<file path="src/rtl/instr_fetch_sequencer_pkg.sv">
// Shared definitions for the instruction fetch sequencer: FSM encoding,
// instruction geometry and the byte counter width.
package instr_fetch_sequencer_pkg;

  typedef enum logic [1:0] {
    IDLE = 2'd0,
    READ = 2'd1,
    LAST = 2'd2,
    HOLD = 2'd3
  } fetch_state_t;

  localparam int BYTES_PER_INSTR = 4;
  localparam int CNT_W           = 2;

endpackage

</file>
<file path="src/rtl/instr_fetch_sequencer_assembler.sv">
// Four 8-bit lanes that build one big-endian instruction word; lane 0 is the
// byte at the lowest address and lands in bits [31:24].
module instr_byte_assembler
  import instr_fetch_sequencer_pkg::*;
(
  input  logic             clk,
  input  logic             clr,
  input  logic             we,
  input  logic [CNT_W-1:0] lane,
  input  logic [7:0]       din,
  output logic [31:0]      word
);

  logic [7:0] lanes [BYTES_PER_INSTR];

  // Lane register: synchronous clear wins over a lane write.
  always_ff @(posedge clk) begin
    if (clr) begin
      for (int i = 0; i < BYTES_PER_INSTR; i++) lanes[i] <= '0;
    end else if (we) begin
      lanes[lane] <= din;
    end
  end

  assign word = {lanes[0], lanes[1], lanes[2], lanes[3]};

endmodule

</file>
<file path="src/rtl/instr_fetch_sequencer.sv">
// Shares a byte-wide synchronous-read instruction memory between program
// loading and 4-byte instruction fetches, assembling big-endian words.
module instr_fetch_sequencer
  import instr_fetch_sequencer_pkg::*;
#(
  parameter int ADDR_W = 7
) (
  input  logic              clk,
  input  logic              rst,
  input  logic              fetch_req,
  input  logic [31:0]       fetch_pc,
  input  logic              fetch_ready,
  output logic [31:0]       instruction,
  output logic              instr_valid,
  output logic              misaligned,
  output logic              fetch_busy,
  input  logic              load_req,
  input  logic [ADDR_W-1:0] load_addr,
  input  logic [7:0]        load_byte,
  output logic              load_ack,
  output logic [ADDR_W-1:0] mem_addr,
  output logic              mem_re,
  output logic              mem_we,
  output logic [7:0]        mem_wdata,
  input  logic [7:0]        mem_rdata
);

  fetch_state_t      state, state_nxt;
  logic [CNT_W-1:0]  cnt;
  logic [ADDR_W-1:0] base;
  logic              accept;
  logic              misalign_req;
  logic              asm_we;
  logic [CNT_W-1:0]  asm_lane;

  // Upper PC bits fall outside the memory and are deliberately ignored.
  logic unused_pc_hi;
  assign unused_pc_hi = ^fetch_pc[31:ADDR_W];

  // State register.
  always_ff @(posedge clk) begin
    if (rst) state <= IDLE;
    else     state <= state_nxt;
  end

  // Next state, memory port steering and lane write selection.
  always_comb begin
    state_nxt    = state;
    mem_addr     = '0;
    mem_re       = 1'b0;
    mem_we       = 1'b0;
    mem_wdata    = '0;
    load_ack     = 1'b0;
    accept       = 1'b0;
    misalign_req = 1'b0;
    asm_we       = 1'b0;
    asm_lane     = cnt - CNT_W'(1);
    case (state)
      IDLE: begin
        if (load_req) begin
          mem_we    = 1'b1;
          mem_addr  = load_addr;
          mem_wdata = load_byte;
          load_ack  = 1'b1;
        end else if (fetch_req) begin
          if (fetch_pc[1:0] == 2'b00) begin
            accept    = 1'b1;
            state_nxt = READ;
          end else begin
            misalign_req = 1'b1;
          end
        end
      end
      READ: begin
        mem_re   = 1'b1;
        mem_addr = base + ADDR_W'(cnt);
        // Read data trails the address by one cycle, so lane cnt-1 fills now.
        if (cnt != '0) asm_we = 1'b1;
        if (cnt == CNT_W'(BYTES_PER_INSTR - 1)) state_nxt = LAST;
      end
      LAST: begin
        asm_we    = 1'b1;
        asm_lane  = CNT_W'(BYTES_PER_INSTR - 1);
        state_nxt = HOLD;
      end
      HOLD: begin
        if (fetch_ready) state_nxt = IDLE;
      end
      default: state_nxt = IDLE;
    endcase
    // Reset overrides every request, including the memory strobes.
    if (rst) begin
      mem_re   = 1'b0;
      mem_we   = 1'b0;
      load_ack = 1'b0;
    end
  end

  // Byte counter: restarts on accept, advances once per READ cycle.
  always_ff @(posedge clk) begin
    if (rst)                cnt <= '0;
    else if (accept)        cnt <= '0;
    else if (state == READ) cnt <= cnt + CNT_W'(1);
  end

  // Base address captured when a fetch is accepted.
  always_ff @(posedge clk) begin
    if (accept) base <= fetch_pc[ADDR_W-1:0];
  end

  // Misaligned request flag: a single-cycle pulse after the request.
  always_ff @(posedge clk) begin
    if (rst) misaligned <= 1'b0;
    else     misaligned <= misalign_req;
  end

  instr_byte_assembler u_asm (
    .clk  (clk),
    .clr  (rst),
    .we   (asm_we),
    .lane (asm_lane),
    .din  (mem_rdata),
    .word (instruction)
  );

  assign instr_valid = (state == HOLD);
  assign fetch_busy  = (state != IDLE);

endmodule

</file>
<file path="config.mk">
export PLATFORM = sky130hd
export DESIGN_NAME = instr_fetch_sequencer
export DESIGN_NICKNAME = d
export VERILOG_FILES = /design/src/rtl/instr_fetch_sequencer_pkg.sv /design/src/rtl/instr_fetch_sequencer_assembler.sv /design/src/rtl/instr_fetch_sequencer.sv
export SDC_FILE = /design/constraint.sdc
export NUM_CORES = 1
export LEC_CHECK = 0
export CAP_MARGIN = 20
export CORE_MARGIN = 4
export CORE_UTILIZATION = 36
export CTS_BUF_LIST = sky130_fd_sc_hd__clkbuf_2 sky130_fd_sc_hd__clkbuf_4 sky130_fd_sc_hd__clkbuf_8
export DETAILED_ROUTE_END_ITERATION = 7
export GPL_TIMING_DRIVEN = 1
export PLACE_DENSITY = 0.78
export SYNTH_ARGS = -nofsm -noshare
export SYNTH_HDL_FRONTEND = slang
export SYNTH_SLANG_ARGS = --single-unit
export TNS_END_PERCENT = 1
</file>
<file path="constraint.sdc">
create_clock -name clk -period 2.1 [get_ports clk]
set_input_delay 0.42 -clock clk [delete_from_list [all_inputs] [get_ports clk]]
set_output_delay 0.42 -clock clk [all_outputs]
set_load 0.005 [all_outputs]
</file>
==> summary.txt <==
Synthesis
  • Yosys top cell area share: 56.0%
  • Seq/Total Area, Yosys: 60.8%
  • Yosys top cell by area: edfxtp_1
  • Yosys cell types: 34
  • Top cells by area, synth: edfxtp_1 (56%), and2_1 (9.9%), dfxtp_1 (4.8%), ha_1 (4.8%), and3_2 (2.9%)
  • Mapped cell area: 2090 sq um
  • Syn Inst Count: 162
  • YS warnings: 0
  • Syn Area/Cell: 12.9 sq um
  • Seq cells post-synth: 44
  • Post-Syn Nets: 231

Timing
  • Post-route clock period utilization: 104%
  • Setup TNS: -0.137 ns
  • Hold Slack: 0.492 ns
  • Rel. slew slack: 67.0%
  • Final setup vio count: 3
  • Unrepaired setup endpoints after global routing: yes
  • Final Max Tran Viols: 0
  • Final Hold Vio Count: 0
  • Worst-case clock skew: 0.00271 ns
  • Least-Margin Pin Slew: 0.495 ns
  • Tmin final: 2.18 ns
  • Maximum clock rate: 459 MHz
  • Setup ws final: -0.0802 ns

Hold path
  • Hold path startpoint: state[0]$_SDFFE_PP0P_
  • Hold Path Class: flop to flop
  • WHS Path Cells: 2
  • Hold Path Sink: state[0]$_SDFFE_PP0P_

CTS
  • Cts hold-fix bufs: 0
  • Root Buffer: clkbuf_8
  • Clk sinks: 44
  • Clock Latency Late Sink: 0.28 ns
  • Clk buf depth: 2
  • CTS tree: built
  • Clk pin slew, worst setup/hold paths: 0.08 ns
  • H-tree lvl count: 2
  • Number of buffers created by CTS: 5

Final layout
  • Multi-input gate area: 816 sq um
  • Fill cells: 438
  • Non-filler cells in the finished layout: 349
  • Layout area overhead: 62.5%
  • Final nets: 345
  • Layout cells sized above 1: 23.5%
  • Antenna cells: 0
  • Sequential cell area: 1270 sq um

Worst setup path
  • CP max stage delay: 0.41 ns
  • CP Launch Type: flop
  • Critical-path top delay cell: edfxtp_1
  • CP Buf/Inv Count: 1
  • WS Path Type: flop to primary output
  • R2r setup slk: 0.21 ns
  • WP data required: 1.68 ns
  • Crit path DAT: 1.76 ns
  • Critical-path maximum fanout: 3
  • Crit end category: primary output
  • RR Startpoint: state[1]$_SDFFE_PP0P_
  • Worst r2r dst: u_asm.lanes[0][0]$_SDFFCE_PN0P_
  • Reg2Reg Depth: 8
  • CP Cell Sequence: ha_4 > fa_2 > xor2_1 > a22o_1 > buf_2
  • CP top delay family: adder cells

Run
  • MaxCap Viol Count: 0

Global routing
  • Total Routing Usage GR: 14.1%
  • Gr ovfl total: 0
  • Largest net degree at the start of global routing: 14
  • Met2 usage: 23.7%
  • Initial antenna violation count: 0
  • Met3 Use GR: 4.42%
  • First-pass GRT wire length: 7990 um
  • GR peak layer: met2
  • Met1 Use GR: 17.1%
  • Vias in the first global route: 1,721

Drt
  • DRC errors left: 0
  • 1st-pass router iterations: 4
  • Post-DRT Antenna Nets: 0
  • WL final: 4790 um
  • Drt wl/cell: 13.7 um
  • Initial DRC Count: 40
  • DR vias: 1,647
  • Via density: 4.72

Floorplan
  • Die Area: 7090 sq um
  • Die Wd: 84.2 um
  • Initial Util: 37.5%
  • Core area: 5570 sq um
  • I/O pins: 113
  • DIE HEIGHT: 84.2 um
  • Row cnt: 27

Place
  • Dpl hpwl: 3820 um
  • GPL Wtd Cong: 0.814
  • I/O Buffers: 87
  • Placed Instances: 340

Power
  • Peak supply drop: 0.426 mV
  • Leakage: 0.00144 uW
  • Cell Pwr Density: 725 nW/um^2

Run status
  • Status: complete, but fails checks
  • Failing checks: setup timing
worst reg2reg max path, stage by stage, from the launching register on:
cell and delay (ns):
dfxtp_2 0.33, inv_2 0.07, ha_2 0.20, buf_6 0.16
buf_4 0.13, nand2b_1 0.12, nor4_2 0.30, or2_1 0.18
buf_12 0.13
placed cells by master (no fill, tap or decap), drive strengths merged, types with 4 or more instances in the layout:
cell type	n
clkdlybuf4s50	68
edfxtp	39
and2	34
buf	31
inv	11
and3	8
dlymetal6s2s	8
ha	8
nand2b	6
nand2	6
clkbuf	6
dlygate4sd2	5
nor3	5
dfxtp	5
a22o	4
through the flow:
step | util (%) | worst slack [ns] | total power [uW] | area (sq um)
floorplan | - | 0.171 | 1380 | 2100
global placement | 57.8 | -0.338 | 1820 | 3220
detailed placement | 57.8 | -0.339 | 1840 | 3220
CTS | 60.3 | -0.123 | 2490 | 3360
global route | 60.9 | -0.148 | 2630 | 3400
finish | 60.9 | -0.0802 | 2460 | 3400
power breakdown:
part / internal (uW) / switching (uW)
clock network: 366 / 261
registers: 1000 / 30.3
logic: 460 / 342
total: 1830 / 634
per-layer routing:
| layer | up-vias | wire [um] |
|---|---|---|
| li1 | 812 | - |
| met1 | 746 | 1950 |
| met2 | 78 | 2310 |
| met3 | 11 | 428 |
| met4 | 0 | 110 |
| met5 | - | 0 |
timing repair:
item	in CTS	in global routing
resized for setup	45	12
pin swaps	12	4
buffers inserted	1	0
setup endpoints to repair	19	22
cell type report:
type / count / share of cell area [%]
flip-flops and latches: 44 / 37.5
repair buffers: 112 / 31.3
multi-input cells: 102 / 24.0
well taps: 72 / 2.65
clock buffers: 6 / 2.25
inverters: 11 / 1.22
clock inverters: 2 / 1.03
flip-flops by register name, indices dropped and copies added (netlist names):
signal	cells
misaligned	1
base	7
state	2
u_asm.lanes	32
cnt	2
synthesized netlist by cell type, drive strengths merged:
library cell  instances
o221ai                1
inv                  11
xor2                  1
edfxtp               39
or2                   1
o211ai                3
dfxtp                 5
nand4bb               1
nand2                 6
nor2                  1
nand3                 3
nor4                  2
or4b                  2
and3                  8
mux2i                 3
o41ai                 1
nor3                  5
a222oi                1
o21ai                 2
ha                    8
clkbuf                3
fa                    1
buf                   2
nand3b                1
nand2b                6
nor2b                 1
a21oi                 2
and2                 34
o311ai                2
a22o                  4
xnor2                 2
cells by family after synthesis:
kind of cell	synth area share, %
compound gates	5.87
xor+xnor	1.26
fa+ha+maj	5.75
buf+inv	3.41
flops	60.8
mux	1.44
simple gates	21.4
how the worst max path moves through the flow:
stage | from | to | slack [ns] | depth (start not counted)
3_5_place_dp | load_req | mem_we | -0.34 | 4
3_3_place_gp | load_req | mem_addr[6] | -0.34 | 5
6_report | base[0]$_DFFE_PP_ | mem_addr[2] | -0.08 | 5
4_1_cts | base[0]$_DFFE_PP_ | mem_addr[2] | -0.12 | 5
2_1_floorplan | cnt[0]$_SDFFE_PP0N_ | u_asm.lanes[1][0]$_SDFFCE_PN0P_ | 0.17 | 4
5_1_grt | base[1]$_DFFE_PP_ | mem_addr[5] | -0.15 | 5
No activity file was read; power rests on OpenSTA's default activity.
